===== src/rtl/multiplier_divider.sv =====
// rtl/multiplier_divider.sv - sequential restoring divider, 2*WIDTH-bit dividend by WIDTH-bit divisor
module multiplier_divider #(
  parameter int WIDTH = 32
) (
  input  logic             clock,
  input  logic             reset,
  input  logic             start,
  input  logic [WIDTH-1:0] dividendl,
  input  logic [WIDTH-1:0] dividendh,
  input  logic [WIDTH-1:0] divisor,
  output logic [WIDTH-1:0] quotientl,
  output logic [WIDTH-1:0] quotienth,
  output logic [WIDTH-1:0] remainder,
  output logic             busy,
  output logic             done,
  output logic             divzero
);

  localparam int CW = $clog2(2 * WIDTH + 1);

  typedef enum logic {IDLE, CALC} state_t;

  state_t             state_q, state_d;
  logic [CW-1:0]      cnt_q, cnt_d;
  logic [2*WIDTH-1:0] dvd_q, dvd_d;
  logic [WIDTH-1:0]   dvs_q, dvs_d;
  logic [WIDTH-1:0]   rem_q, rem_d;
  logic [WIDTH-1:0]   quotl_q, quotl_d;
  logic [WIDTH-1:0]   quoth_q, quoth_d;
  logic [WIDTH-1:0]   remo_q, remo_d;
  logic               busy_q, busy_d;
  logic               done_q, done_d;
  logic               divzero_q, divzero_d;

  // The partial remainder is always < divisor between steps, so WIDTH bits of
  // storage suffice; the extra bit only exists inside the shifted trial value.
  logic [WIDTH:0]     shifted;
  logic [WIDTH:0]     diff;
  logic               ge;
  logic [WIDTH-1:0]   r_next;
  logic [2*WIDTH-1:0] dvd_next;

  always_comb begin
    shifted  = {rem_q, dvd_q[2*WIDTH-1]};
    diff     = shifted - {1'b0, dvs_q};
    ge       = ~diff[WIDTH];
    r_next   = ge ? diff[WIDTH-1:0] : shifted[WIDTH-1:0];
    dvd_next = {dvd_q[2*WIDTH-2:0], ge};
  end

  always_comb begin
    state_d   = state_q;
    cnt_d     = cnt_q;
    dvd_d     = dvd_q;
    dvs_d     = dvs_q;
    rem_d     = rem_q;
    quotl_d   = quotl_q;
    quoth_d   = quoth_q;
    remo_d    = remo_q;
    busy_d    = busy_q;
    done_d    = 1'b0;
    divzero_d = divzero_q;

    case (state_q)
      IDLE: begin
        if (start) begin
          if (divisor == '0) begin
            quotl_d   = '1;
            quoth_d   = '1;
            remo_d    = dividendl;
            divzero_d = 1'b1;
            done_d    = 1'b1;
          end else begin
            dvd_d     = {dividendh, dividendl};
            dvs_d     = divisor;
            rem_d     = '0;
            cnt_d     = CW'(2 * WIDTH);
            divzero_d = 1'b0;
            busy_d    = 1'b1;
            state_d   = CALC;
          end
        end
      end
      CALC: begin
        // Quotient bits fill the dividend register from the bottom as it drains.
        dvd_d = dvd_next;
        rem_d = r_next;
        cnt_d = cnt_q - CW'(1);
        if (cnt_q == CW'(1)) begin
          quotl_d = dvd_next[WIDTH-1:0];
          quoth_d = dvd_next[2*WIDTH-1:WIDTH];
          remo_d  = r_next;
          done_d  = 1'b1;
          busy_d  = 1'b0;
          state_d = IDLE;
        end
      end
      default: state_d = IDLE;
    endcase
  end

  always_ff @(posedge clock or posedge reset) begin
    if (reset) begin
      state_q   <= IDLE;
      cnt_q     <= '0;
      dvd_q     <= '0;
      dvs_q     <= '0;
      rem_q     <= '0;
      quotl_q   <= '0;
      quoth_q   <= '0;
      remo_q    <= '0;
      busy_q    <= 1'b0;
      done_q    <= 1'b0;
      divzero_q <= 1'b0;
    end else begin
      state_q   <= state_d;
      cnt_q     <= cnt_d;
      dvd_q     <= dvd_d;
      dvs_q     <= dvs_d;
      rem_q     <= rem_d;
      quotl_q   <= quotl_d;
      quoth_q   <= quoth_d;
      remo_q    <= remo_d;
      busy_q    <= busy_d;
      done_q    <= done_d;
      divzero_q <= divzero_d;
    end
  end

  assign quotientl = quotl_q;
  assign quotienth = quoth_q;
  assign remainder = remo_q;
  assign busy      = busy_q;
  assign done      = done_q;
  assign divzero   = divzero_q;

endmodule


===== config.mk =====
export PLATFORM = sky130hd
export DESIGN_NAME = multiplier_divider
export DESIGN_NICKNAME = d
export VERILOG_FILES = /design/src/rtl/multiplier_divider.sv
export SDC_FILE = /design/constraint.sdc
export NUM_CORES = 1
export LEC_CHECK = 0
export CAP_MARGIN = 25
export CORE_MARGIN = 10
export CORE_UTILIZATION = 49
export CTS_CLUSTER_SIZE = 25
export DETAILED_ROUTE_END_ITERATION = 6
export PLACE_DENSITY = 0.78
export SLEW_MARGIN = 10
export SYNTH_ARGS = -nofsm -noshare
export SYNTH_HDL_FRONTEND = slang
export SYNTH_SLANG_ARGS = --single-unit
export TNS_END_PERCENT = 5

===== constraint.sdc =====
create_clock -name clock -period 12.2 [get_ports clock]
set_input_delay 3.05 -clock clock [delete_from_list [all_inputs] [get_ports clock]]
set_output_delay 3.05 -clock clock [all_outputs]
set_load 0.005 [all_outputs]

==> summary.txt <==
status -> complete, no violations
top-level port count -> 198
Leak -> 6.414 nW
Design Power -> 4.980 mW
Ant. Diodes -> 0
Vias -> 11010
clk_lat worst skew -> 540 ps
CTS sink cnt -> 235
gpl congestion -> 0.8803
count leader, synth -> dfrtp_1
RSZ-0062 raised after global routing -> no
Root Buffer Master -> clkbuf_16
CTS tree -> done
final WL -> 34740 um
Synth Area in Simple Gates -> 18.27%
Synth Cell Area -> 12330 sq um
max-slew violations -> 0
Mapped Cells -> 1410
Total GRT Usage -> 21.24%
fillers -> 2127
clock buffer depth -> 3
first-pass iteration count of the detailed router -> 6
crit end category -> flip-flop
post-route ant nets -> 0
sequential-to-total area share from yosys stat -> 47.69%
WHS -> 468.7 ps
Syn Nets -> 1544
cell taking the most area after synthesis -> dfrtp_1
Multi-input gate area -> 5843 sq um
Netlist cell types -> 80
setup violators final -> 0
VDD IR-drop max -> 154.4 uV
Post-synth EDFFs -> 0
adder-cell share of the synthesized area -> 3.612%
worst setup path category -> in2reg
clock period minus worst slack -> 6547 ps
Clk pin slew, worst setup/hold paths -> 60 ps
HP Start -> cnt_q[4]
Initial Utilization -> 49.40%
Crit path required time -> 12650 ps
share of layout cells above drive strength 1 -> 5.676%
number of hold buffers added after cts -> 0
Fmax -> 152.7 MHz
first-pass GRT wire length -> 55710 um
CP arrival -> 7000 ps
crit path from -> divisor[24]
post-DP HPWL -> 25130 um
mux contribution to synthesized area -> 2.110%
largest net degree at the start of global routing -> 117
post-CTS setup repair buffer count -> 0
CP Max Fanout -> 90
Port Buffer Count -> 197
storage element area -> 5881 sq um
final net count -> 1684
measured slew at the worst slew-check pin -> 897.2 ps
DRT iter0 DRCs -> 1075
PostCTS Resize Cnt -> 0
H-Tree Depth -> 1
Tcrit/Tclk final -> 53.67%
max-cap viol count -> 0
synth cell count leaders -> dfrtp_1, nand2_1, nor2_1
core outline area -> 24960 sq um
top post-synthesis cells by area -> dfrtp_1, nand2_1, a21oi_1, nor2_1, a31oi_1
syn_area_per_cell -> 8.746 sq um
die area -> 31910 sq um
Setup TNS -> 0 ps
FP Rows -> 58
Pwr Density -> 324.3 nW/um^2
asr flop ratio synth -> 100.0%
DRC violations left -> 0
post-DR vias/cell -> 5.798
Fin. Hold Viols -> 0
Chip Height -> 178.6 um
CP Launch Type -> primary input
grt total ovfl -> 0
met1 usage -> 29.12%
post-synthesis register bit count -> 235
complex-gate fraction of the synthesized area -> 21.40%
CTS Buf Count -> 26
Worst slew margin -> 40.19%
Post-Synth XOR/XNOR Area -> 1.847%
Die Width -> 178.6 um
met2 Track Usage GR -> 34.44%
busiest layer in global routing -> met2
top-area cell type share of the netlist area -> 47.69%
Yosys warnings -> 0
largest family of logic cells by synthesized area -> compound AO/OA/AOI/OAI gates
antenna violations before repair -> 0
number of global-route vias before repair -> 10650
Hold Path Class -> reg2reg
met3 Use GR -> 3.027%
Top FF cell, synth -> dfrtp_1
reg-to-reg startpoint -> state_q
Syn-to-layout area delta -> 24.53%
Avg WL per Cell -> 18.31 um
Clock Skew -> 13.76 ps
sequential cells by signal (all words and copies together) (netlist names):
register   count
done           1
remainder     32
state_q        1
dvs_q         32
divzero        1
dvd_q         64
busy           1
quotienth     32
cnt_q          7
quotientl     32
rem_q         32
final cells by class:
type	count	area share, %
Clock buffer	36	4.872
Sequential cell	235	38.29
Tap cell	330	2.689
Inverter	46	1.206
Clock inverter	10	1.108
Timing Repair Buffer	211	13.79
Multi-Input combinational cell	1030	38.05
kinds of logic (layout without fill, tap and decap cells):
group / Yosys count / after routing
AO/OA/AOI/OAI: 429 / 429
XOR/XNOR: 26 / 26
adder cells (fa/ha/maj): 35 / 35
buffers and inverters: 145 / 303
flip-flops: 235 / 235
multiplexers: 25 / 25
AND/OR/NAND/NOR: 515 / 515
worst max-delay path, cell delays in order:
cell and delay [ps]:
clkdlybuf4s50_1 440, nor4_1 290, nand2_1 140, nor4_2 280, buf_4 230, nand3_1 420
and2_1 580, inv_4 400, buf_4 380, buf_16 320, and3_1 220, a21oi_1 50
o21ai_0 110
routing by layer:
| metal | part of all wire (%) | vias to the layer above | wire length, um |
|---|---|---|---|
| met3 | 6.3 | 61 | 2203 |
| met2 | 46 | 391 | 16100 |
| met4 | 2.5 | 0 | 861 |
| li1 | - | 5278 | - |
| met5 | 0 | - | 0 |
| met1 | 45 | 5275 | 15580 |
worst paths after layout:
kind,end,slack [ps],depth (start not counted)
max in group asynchronous,dvs_q[5],7810,3
worst max register to register,remainder[12],7980,10
worst min register to register,cnt_q[4],470,1
worst min-delay path,cnt_q[4],470,1
min in group asynchronous,dvd_q[35],2990,2
worst max-delay path,remainder[12],5650,13
power breakdown:
part           leakage, nW  total (mW)  internal (mW)  switching (mW)
logic                 3.36        2.76           1.16            1.60
clock network        0.444       0.830          0.512           0.318
registers             2.61        1.39           1.15           0.247
total                 6.41        4.98           2.81            2.17
per-stage QoR:
| step | util (%) | instance area, sq um | instances | setup slack [ps] |
|---|---|---|---|---|
| CTS | 61.24 | 15290 | 1894 | 4793 |
| floorplan | - | 12330 | 1410 | 2704 |
| global route | 61.52 | 15360 | 1898 | 5266 |
| finish | 61.52 | 15360 | 1898 | 5653 |
| detailed placement | 57.56 | 14370 | 1848 | 4229 |
| global placement | 57.56 | 14370 | 1848 | 4435 |
cells in the final DEF, fill, tap and decap left out, types with 11 or more instances in the layout:
| cell type | netlist | final |
|---|---|---|
| nand2b_1 | 12 | 11 |
| nand3_1 | 15 | 15 |
| mux2i_1 | 20 | 20 |
| and3_1 | 23 | 23 |
| a31oi_1 | 93 | 93 |
| nor2_1 | 163 | 162 |
| inv_1 | 45 | 43 |
| xnor2_1 | 14 | 14 |
| clkdlybuf4s50_1 | 0 | 197 |
| o22ai_1 | 28 | 28 |
| dfrtp_1 | 235 | 235 |
| or3_1 | 15 | 15 |
| nand2_1 | 232 | 232 |
| xor2_1 | 12 | 12 |
| o21ai_0 | 82 | 82 |
| ha_1 | 34 | 34 |
| buf_4 | 4 | 12 |
| a21oi_1 | 128 | 128 |
| clkbuf_16 | 0 | 26 |
Note: power is estimated with default switching activity, not from simulation.
